===== config.mk =====
export PLATFORM = sky130hd
export DESIGN_NAME = bffma_fma_arb_flat
export DESIGN_NICKNAME = d
export VERILOG_FILES = /design/src/rtl/bffma_pkg.sv /design/src/rtl/bffma_fma_arb_if.sv /design/src/rtl/bffma_rsp_fifo.sv /design/src/rtl/bffma_fma_arb.sv /design/src/flat_wrapper.sv
export SDC_FILE = /design/constraint.sdc
export NUM_CORES = 1
export LEC_CHECK = 0
export CORE_ASPECT_RATIO = 1.2
export CORE_UTILIZATION = 47
export DETAILED_ROUTE_END_ITERATION = 6
export GPL_ROUTABILITY_DRIVEN = 0
export GPL_TIMING_DRIVEN = 0
export MAX_ROUTING_LAYER = met4
export PLACE_DENSITY = 0.82
export SYNTH_ARGS = -nofsm -noshare
export SYNTH_HDL_FRONTEND = slang
export SYNTH_SLANG_ARGS = --single-unit

===== constraint.sdc =====
create_clock -name clk -period 3.15 [get_ports clk]
set_clock_uncertainty 0.1 [all_clocks]
set_input_delay 0.315 -clock clk [delete_from_list [all_inputs] [get_ports clk]]
set_output_delay 0.315 -clock clk [all_outputs]
set_load 0.05 [all_outputs]

===== src/rtl/bffma_pkg.sv =====
// rtl/bffma_pkg.sv - shared types and constants for the bfloat16 FMA arbiter
// Purpose: operand width, shadow-pipeline stage type, bf16 constants, small helpers.
// Ports: none (package).
package bffma_pkg;

  localparam int BF16_W = 16;
  // Tag field is sized for the largest supported requester count (8).
  localparam int NREQ_MAX = 8;
  localparam int TAG_W = $clog2(NREQ_MAX);

  typedef struct packed {
    logic             valid;
    logic [TAG_W-1:0] tag;
  } shadow_t;

  localparam logic [BF16_W-1:0] BF16_ZERO  = 16'h0000;
  localparam logic [BF16_W-1:0] BF16_ONE   = 16'h3F80;
  localparam logic [BF16_W-1:0] BF16_TWO   = 16'h4000;
  localparam logic [BF16_W-1:0] BF16_THREE = 16'h4040;
  localparam logic [BF16_W-1:0] BF16_FIVE  = 16'h40A0;

  // Modulo-n increment without a divider.
  function automatic int wrap_inc(input int v, input int n);
    return (v + 1 >= n) ? 0 : v + 1;
  endfunction

endpackage


===== src/rtl/bffma_fma_arb_if.sv =====
// rtl/bffma_fma_arb_if.sv - request/FMA/response bus for the FMA arbiter
// Purpose: groups requester handshakes, FMA issue/result and response FIFO signals.
// Ports: slave modport = arbiter side, master modport = requesters + FMA side.
interface bffma_fma_arb_if #(
  parameter int NREQ   = 4,
  parameter int DATA_W = 16
);
  logic [NREQ-1:0]        req_valid;
  logic [NREQ-1:0]        req_ready;
  logic [NREQ*DATA_W-1:0] req_a;
  logic [NREQ*DATA_W-1:0] req_b;
  logic [NREQ*DATA_W-1:0] req_c;
  logic                   fma_in_valid;
  logic [DATA_W-1:0]      fma_a;
  logic [DATA_W-1:0]      fma_b;
  logic [DATA_W-1:0]      fma_c;
  logic                   fma_res_valid;
  logic [DATA_W-1:0]      fma_res;
  logic [NREQ-1:0]        rsp_valid;
  logic [NREQ-1:0]        rsp_ready;
  logic [NREQ*DATA_W-1:0] rsp_data;
  logic                   err;

  modport slave (
    input  req_valid, req_a, req_b, req_c, fma_res_valid, fma_res, rsp_ready,
    output req_ready, fma_in_valid, fma_a, fma_b, fma_c, rsp_valid, rsp_data, err
  );

  modport master (
    output req_valid, req_a, req_b, req_c, fma_res_valid, fma_res, rsp_ready,
    input  req_ready, fma_in_valid, fma_a, fma_b, fma_c, rsp_valid, rsp_data, err
  );
endinterface


===== src/rtl/bffma_rsp_fifo.sv =====
// rtl/bffma_rsp_fifo.sv - show-ahead response FIFO, one per requester
// Purpose: buffers retired FMA results until the requester pops them.
// Ports: clk, rst (sync, active-high), wr_en/wr_data push, rd_en pop,
//        rd_data head (zero when empty), rd_valid non-empty.
module bffma_rsp_fifo #(
  parameter int DEPTH = 2,
  parameter int WIDTH = 16
) (
  input  logic             clk,
  input  logic             rst,
  input  logic             wr_en,
  input  logic [WIDTH-1:0] wr_data,
  input  logic             rd_en,
  output logic [WIDTH-1:0] rd_data,
  output logic             rd_valid
);
  localparam int PTR_W = (DEPTH > 1) ? $clog2(DEPTH) : 1;
  localparam int CNT_W = $clog2(DEPTH + 1);

  logic [WIDTH-1:0] mem_q [DEPTH];
  logic [WIDTH-1:0] mem_d [DEPTH];
  logic [PTR_W-1:0] wr_ptr_q, wr_ptr_d, rd_ptr_q, rd_ptr_d;
  logic [CNT_W-1:0] count_q, count_d;
  logic             empty, full, do_wr, do_rd;

  assign empty = (count_q == '0);
  assign full  = (count_q == CNT_W'(DEPTH));
  assign do_rd = rd_en && !empty;
  // Upstream credits keep writes off a full FIFO; the guard only protects contents.
  assign do_wr = wr_en && (!full || do_rd);

  assign rd_valid = !empty;
  assign rd_data  = empty ? '0 : mem_q[rd_ptr_q];

  always_comb begin
    mem_d    = mem_q;
    wr_ptr_d = wr_ptr_q;
    rd_ptr_d = rd_ptr_q;
    count_d  = count_q;
    if (do_wr) begin
      mem_d[wr_ptr_q] = wr_data;
      wr_ptr_d = (wr_ptr_q == PTR_W'(DEPTH - 1)) ? '0 : wr_ptr_q + 1'b1;
    end
    if (do_rd) begin
      rd_ptr_d = (rd_ptr_q == PTR_W'(DEPTH - 1)) ? '0 : rd_ptr_q + 1'b1;
    end
    if (do_wr && !do_rd) begin
      count_d = count_q + 1'b1;
    end else if (!do_wr && do_rd) begin
      count_d = count_q - 1'b1;
    end
  end

  always_ff @(posedge clk) begin
    if (rst) begin
      for (int i = 0; i < DEPTH; i++) mem_q[i] <= '0;
      wr_ptr_q <= '0;
      rd_ptr_q <= '0;
      count_q  <= '0;
    end else begin
      mem_q    <= mem_d;
      wr_ptr_q <= wr_ptr_d;
      rd_ptr_q <= rd_ptr_d;
      count_q  <= count_d;
    end
  end

endmodule


===== src/rtl/bffma_fma_arb.sv =====
// rtl/bffma_fma_arb.sv - round-robin arbiter sharing one pipelined bf16 FMA
// Purpose: credit-gated round-robin issue into a fixed-latency FMA, tag tracking
//          through a shadow pipeline, and steering of results into per-requester FIFOs.
// Ports: clk, rst (sync, active-high); bus (slave modport): req_* handshakes and
//        operands, fma_* issue/result, rsp_* FIFO heads/pops, sticky err.
// Config: define BFFMA_ARB_PRIO_EN to give requester 0 strict priority.
module bffma_fma_arb
  import bffma_pkg::*;
#(
  parameter int NREQ      = 4,
  parameter int DATA_W    = 16,
  parameter int FMA_LAT   = 3,
  parameter int RSP_DEPTH = 2
) (
  input logic              clk,
  input logic              rst,
  bffma_fma_arb_if.slave   bus
);
  localparam int IDX_W = $clog2(NREQ);
  localparam int CRD_W = $clog2(RSP_DEPTH + 1);

  logic [IDX_W-1:0]  ptr_q, ptr_d, grant_idx;
  logic              grant_any, grant_prio, gnt;
  logic [NREQ-1:0]   elig, grant_oh, pop, fifo_wr;
  logic [CRD_W-1:0]  credit_q [NREQ];
  logic [CRD_W-1:0]  credit_d [NREQ];
  logic              fma_in_valid_q, fma_in_valid_d;
  logic [DATA_W-1:0] fma_a_q, fma_a_d, fma_b_q, fma_b_d, fma_c_q, fma_c_d;
  shadow_t           shadow_q [FMA_LAT+1];
  shadow_t           shadow_d [FMA_LAT+1];
  shadow_t           retire;
  logic              err_q, err_d;
  logic [NREQ-1:0]        rsp_valid_w;
  logic [NREQ*DATA_W-1:0] rsp_data_w;

  // A requester may win only if its FIFO can hold every result already owed to it.
  always_comb begin
    for (int i = 0; i < NREQ; i++) begin
      elig[i] = bus.req_valid[i] && (credit_q[i] < CRD_W'(RSP_DEPTH));
    end
  end

  // Scan offsets from the far end down so the smallest offset from ptr wins.
  always_comb begin
    int idx;
    idx        = 0;
    grant_any  = 1'b0;
    grant_prio = 1'b0;
    grant_idx  = '0;
    for (int k = NREQ - 1; k >= 0; k--) begin
      idx = int'(ptr_q) + k;
      if (idx >= NREQ) idx = idx - NREQ;
      if (elig[idx]) begin
        grant_any = 1'b1;
        grant_idx = IDX_W'(idx);
      end
    end
`ifdef BFFMA_ARB_PRIO_EN
    if (elig[0]) begin
      grant_any  = 1'b1;
      grant_prio = 1'b1;
      grant_idx  = '0;
    end
`endif
  end

  assign gnt = grant_any && !rst;

  always_comb begin
    for (int i = 0; i < NREQ; i++) begin
      grant_oh[i] = gnt && (grant_idx == IDX_W'(i));
      pop[i]      = rsp_valid_w[i] && bus.rsp_ready[i];
    end
  end

  assign retire = shadow_q[FMA_LAT];

  always_comb begin
    ptr_d          = ptr_q;
    fma_in_valid_d = gnt;
    fma_a_d        = fma_a_q;
    fma_b_d        = fma_b_q;
    fma_c_d        = fma_c_q;
    err_d          = err_q;
    shadow_d[0].valid = gnt;
    shadow_d[0].tag   = TAG_W'(grant_idx);
    for (int s = 1; s <= FMA_LAT; s++) shadow_d[s] = shadow_q[s-1];

    if (gnt) begin
      // A strict-priority win by requester 0 leaves the rotation where it was.
      if (!grant_prio) ptr_d = IDX_W'(wrap_inc(int'(grant_idx), NREQ));
      fma_a_d = bus.req_a[grant_idx*DATA_W +: DATA_W];
      fma_b_d = bus.req_b[grant_idx*DATA_W +: DATA_W];
      fma_c_d = bus.req_c[grant_idx*DATA_W +: DATA_W];
    end

    if (bus.fma_res_valid != retire.valid) err_d = 1'b1;

    for (int i = 0; i < NREQ; i++) begin
      fifo_wr[i]  = retire.valid && (retire.tag == TAG_W'(i));
      credit_d[i] = credit_q[i];
      if (grant_oh[i] && !pop[i]) begin
        credit_d[i] = credit_q[i] + 1'b1;
      end else if (!grant_oh[i] && pop[i]) begin
        credit_d[i] = credit_q[i] - 1'b1;
      end
    end
  end

  always_ff @(posedge clk) begin
    if (rst) begin
      ptr_q          <= '0;
      fma_in_valid_q <= 1'b0;
      fma_a_q        <= '0;
      fma_b_q        <= '0;
      fma_c_q        <= '0;
      err_q          <= 1'b0;
      for (int s = 0; s <= FMA_LAT; s++) shadow_q[s] <= '0;
      for (int i = 0; i < NREQ; i++) credit_q[i] <= '0;
    end else begin
      ptr_q          <= ptr_d;
      fma_in_valid_q <= fma_in_valid_d;
      fma_a_q        <= fma_a_d;
      fma_b_q        <= fma_b_d;
      fma_c_q        <= fma_c_d;
      err_q          <= err_d;
      shadow_q       <= shadow_d;
      credit_q       <= credit_d;
    end
  end

  for (genvar i = 0; i < NREQ; i++) begin : g_rsp
    bffma_rsp_fifo #(
      .DEPTH (RSP_DEPTH),
      .WIDTH (DATA_W)
    ) u_fifo (
      .clk      (clk),
      .rst      (rst),
      .wr_en    (fifo_wr[i]),
      .wr_data  (bus.fma_res),
      .rd_en    (bus.rsp_ready[i]),
      .rd_data  (rsp_data_w[i*DATA_W +: DATA_W]),
      .rd_valid (rsp_valid_w[i])
    );
  end

  assign bus.req_ready    = grant_oh;
  assign bus.fma_in_valid = fma_in_valid_q;
  assign bus.fma_a        = fma_a_q;
  assign bus.fma_b        = fma_b_q;
  assign bus.fma_c        = fma_c_q;
  assign bus.rsp_valid    = rsp_valid_w;
  assign bus.rsp_data     = rsp_data_w;
  assign bus.err          = err_q;

endmodule

===== src/flat_wrapper.sv =====
// flat-port wrapper written by rule: the top's interface ports become plain ports
module bffma_fma_arb_flat import bffma_pkg::*;
#(
  parameter int NREQ      = 4,
  parameter int DATA_W    = 16,
  parameter int FMA_LAT   = 3,
  parameter int RSP_DEPTH = 2
)
  (clk, rst, bus_req_valid, bus_req_a, bus_req_b, bus_req_c, bus_fma_res_valid, bus_fma_res, bus_rsp_ready, bus_req_ready, bus_fma_in_valid, bus_fma_a, bus_fma_b, bus_fma_c, bus_rsp_valid, bus_rsp_data, bus_err);
  bffma_fma_arb_if #(.NREQ(NREQ), .DATA_W(DATA_W)) bus_i ();
  input logic clk;
  input logic rst;
  input wire logic [$bits(bus_i.req_valid)-1:0] bus_req_valid;
  input wire logic [$bits(bus_i.req_a)-1:0] bus_req_a;
  input wire logic [$bits(bus_i.req_b)-1:0] bus_req_b;
  input wire logic [$bits(bus_i.req_c)-1:0] bus_req_c;
  input wire logic [$bits(bus_i.fma_res_valid)-1:0] bus_fma_res_valid;
  input wire logic [$bits(bus_i.fma_res)-1:0] bus_fma_res;
  input wire logic [$bits(bus_i.rsp_ready)-1:0] bus_rsp_ready;
  output wire logic [$bits(bus_i.req_ready)-1:0] bus_req_ready;
  output wire logic [$bits(bus_i.fma_in_valid)-1:0] bus_fma_in_valid;
  output wire logic [$bits(bus_i.fma_a)-1:0] bus_fma_a;
  output wire logic [$bits(bus_i.fma_b)-1:0] bus_fma_b;
  output wire logic [$bits(bus_i.fma_c)-1:0] bus_fma_c;
  output wire logic [$bits(bus_i.rsp_valid)-1:0] bus_rsp_valid;
  output wire logic [$bits(bus_i.rsp_data)-1:0] bus_rsp_data;
  output wire logic [$bits(bus_i.err)-1:0] bus_err;
  assign bus_i.req_valid = bus_req_valid;
  assign bus_i.req_a = bus_req_a;
  assign bus_i.req_b = bus_req_b;
  assign bus_i.req_c = bus_req_c;
  assign bus_i.fma_res_valid = bus_fma_res_valid;
  assign bus_i.fma_res = bus_fma_res;
  assign bus_i.rsp_ready = bus_rsp_ready;
  assign bus_req_ready = bus_i.req_ready;
  assign bus_fma_in_valid = bus_i.fma_in_valid;
  assign bus_fma_a = bus_i.fma_a;
  assign bus_fma_b = bus_i.fma_b;
  assign bus_fma_c = bus_i.fma_c;
  assign bus_rsp_valid = bus_i.rsp_valid;
  assign bus_rsp_data = bus_i.rsp_data;
  assign bus_err = bus_i.err;
  bffma_fma_arb #(.NREQ(NREQ), .DATA_W(DATA_W), .FMA_LAT(FMA_LAT), .RSP_DEPTH(RSP_DEPTH)) u_core (.clk(clk), .rst(rst), .bus(bus_i));
endmodule

==> summary.txt <==
Worst setup path
  – Crit path kind: reg2out
  – Worst Path Required: 2.73 ns
  – Worst Reg-to-Reg Cells: 8
  – Crit end category: output pin
  – Arrival time worst endpoint: 2.62 ns
  – CP Launch Type: flip-flop
  – Reg-to-Reg Start: u_core.ptr_q[1]
  – Worst R2R Setup Slack: 0.27 ns
  – Reg2reg end: u_core.credit_q[1]
  – Max FO, Critical Path: 10

Synth
  – Flops & latches, synth: 215
  – Number of flops mapped to enable cells by yosys: 0
  – Ys Warns: 0
  – Post-Syn Nets: 1533
  – Yosys cell types: 44
  – Average cell area after synthesis: 7.99 µm²
  – Post-synthesis sequential area ratio: 41.3%
  – Post-Synthesis Cells: 1305
  – Cell area after synthesis: 0.0104 mm²
  – Post-synth top flop: dfxtp_1
  – Ys async rst share: 0%

STA
  – Worst-margin pin slew: 0.684 ns
  – Highest clock rate: 329 MHz
  – Max-slew headroom: 54.0%
  – Setup ws final: 0.113 ns
  – Setup Viol. Count Final: 0
  – Period utilisation layout: 96.4%
  – Hold Fails Final Rpt: 0
  – Slew Limit Fails: 0
  – Min Clock Period, post-route: 3.04 ns
  – Unrepaired setup endpoints after global routing: true

CTS
  – Root Driver: clkbuf_16
  – Worst-skew pair later-pin latency: 0.50 ns
  – Post-CTS Hold Buffers: 0
  – Htree depth: 1
  – CTS resizes: 24
  – TritonCTS buffer count: 23
  – Clk slew on worst S/H paths: 0.06 ns
  – Clk buf depth: 3
  – Setup Fix Bufs, Post-CTS: 0
  – Clock tree from TritonCTS: done
  – Num Clock Sinks: 215

Place
  – Cell Area, Placed: 0.0140 mm²
  – I/O Buffers: 324
  – Dpl ws: -0.659 ns
  – DP HPWL: 26900 µm
  – Placed Cells: 1903

Hold path
  – Worst Hold Depth: 3
  – Hold Crit Class: in2reg
  – Hold Path Sink: u_core.g_rsp[0].u_fifo.mem_q[14]
  – HP Start: bus_fma_res[14]

Floorplan
  – Die Area: 0.0228 mm²
  – Initial core utilization: 48.1%
  – Die height: 165 µm
  – Die Wd: 138 µm
  – Top-level I/O count: 341
  – Num rows: 59
  – Core ar.: 0.0217 mm²

GRT
  – Initial antenna violation count: 7
  – Met3 usage: 6.98%
  – Largest net degree at the start of global routing: 15
  – Vias in the first global route: 10400
  – GRT Total Usage: 30.8%
  – Met1 Usage GRT: 33.9%
  – First-pass GRT wire length: 54400 µm
  – GR Util met2: 53.4%
  – Gr ovfl total: 0
  – Busiest grt layer: met2

Detailed routing
  – Vias: 10800
  – DR WL/cell: 18.1 µm
  – Post-Route WL: 35200 µm
  – Number of remaining DRC errors: 0
  – Vias/cell: 5.53
  – First-pass iteration count of the detailed router: 6
  – Post-route ant nets: 0
  – Iter 0 DRT Violations: 775

Pwr
  – Worst vdd ir: 497 µV
  – P_leak: 0.00537 µW
  – Cell area power density: 738 mW/mm²

Flow run
  – Max-cap viol count: 0

Cells and area
  – Final Non-Filler Cells: 1946
  – Final Instance Area: 0.0148 mm²
  – Final nets: 1877
  – Area Growth Syn to Fin: 42.3%
  – Layout cells sized above 1: 6.31%

Outcome
  – Status: completed
[synth_stat cells, types with 2 or more instances]
library cell,count,area [µm²]
a31oi_1,35,219
nor2b_1,13,81.3
nand3_1,2,10.0
or3_1,9,56.3
o211ai_1,35,263
nand2b_1,7,43.8
a22o_1,35,307
nor2_1,156,586
xor2_1,21,184
o21ai_0,77,385
buf_1,4,15.0
nor3b_1,3,22.5
ha_1,9,113
clkbuf_1,72,270
and2_1,5,31.3
nand2_1,287,1080
inv_1,6,22.5
nand4_2,2,25.0
mux2i_1,124,1240
buf_6,10,113
nand2b_4,3,41.3
clkbuf_2,2,10.0
o221ai_1,14,123
a21oi_1,109,546
buf_2,22,110
nand2_2,2,12.5
dfxtp_1,215,4300
buf_4,10,75.1
[metal layers]
metal  up-vias  share of wire (%)
met2       517                 49
li1       5141                  -
met3       106                8.8
met4         0                4.3
met5         -                  0
met1      4993                 37
[cells in the final DEF (no fill, tap or decap), types with 14 or more instances in the layout]
cell type	count
a22o_1	35
o221ai_1	14
buf_2	21
mux2i_1	124
a31oi_1	35
nand2_1	287
nor2_1	152
a21oi_1	109
o211ai_1	35
xor2_1	21
o21ai_0	77
clkdlybuf4s50_1	318
dfxtp_1	215
clkbuf_1	70
clkbuf_16	23
[cell families (layout without fill, tap and decap cells)]
logic type | after synthesis | in the layout | synth area share [%]
multiplexers | 124 | 124 | 11.9
adder cells (fa/ha/maj) | 9 | 9 | 1.08
XOR/XNOR | 22 | 22 | 1.85
buffers and inverters | 128 | 488 | 6.02
other | 0 | 7 | 0
flip-flops | 215 | 215 | 41.3
AND/OR/NAND/NOR | 499 | 499 | 20.0
AO/OA/AOI/OAI | 308 | 308 | 17.9
[state kept, by name, summed over array words and instances (netlist names)]
name,flops
u_core.g_rsp.u_fifo.mem_q,128
u_core.bus.fma_a,16
u_core.bus.fma_b,16
u_core.bus.fma_c,16
u_core.credit_q,8
u_core.g_rsp.u_fifo.count_q,8
u_core.shadow_d,8
u_core.g_rsp.u_fifo.rd_ptr_q,4
u_core.g_rsp.u_fifo.wr_ptr_q,4
u_core.retire,3
u_core.ptr_q,2
u_core.bus.err,1
u_core.bus.fma_in_valid,1
[where the power goes]
group | total [µW] | switching (µW) | internal (µW)
sequential | 3390 | 281 | 3110
combinational | 4660 | 2910 | 1750
clock | 2900 | 1130 | 1780
[critical path, stage by stage, from the launching register on]
cell and delay [ns]:
dfxtp_1 0.33, nand2b_4 0.16, and2_1 0.17, buf_6 0.14
a31oi_1 0.26, buf_4 0.24, nand2_2 0.15, buf_2 0.24
nor2_1 0.17, buf_4 0.25
[layout make-up]
class | count | area [µm²]
fillers | 1785 | 6860
inverters | 8 | 35.0
clock buffers | 33 | 693
well taps | 274 | 343
flip-flops and latches | 215 | 4300
diodes | 7 | 17.5
multi-input cells | 962 | 5520
repair buffers | 324 | 3230
clock inverters | 8 | 125
plain buffers | 115 | 573
[worst max-delay path by stage]
stage / endpoint / start / cells past startpoint / slack (ns)
finish: bus_req_ready[3] / u_core.credit_q[5] / 9 / 0.11
global route: bus_req_ready[3] / u_core.credit_q[5] / 9 / -0.001
CTS: bus_rsp_data[40] / u_core.g_rsp[2].u_fifo.rd_ptr_q / 5 / 0.002
detailed placement: bus_req_ready[2] / bus_req_valid[3] / 10 / -0.66
global placement: bus_req_ready[2] / bus_req_valid[3] / 10 / -0.61
floorplan: u_core.credit_q[5] / u_core.credit_q[5] / 11 / 0.01
[metrics by stage]
step                       TNS, ns  total power, µW  hold WS, ns  util (%)
after detailed placement     -3.32             8060        0.323      64.6
final                            0            10900        0.141      68.4
after floorplan                  0             6490        0.314         -
after global routing      -0.00135            11400        0.137      68.4
after global placement       -2.96             8000        0.315      64.6
after CTS                        0            10900        0.131      68.3
No activity file was read; power rests on OpenSTA's default activity.
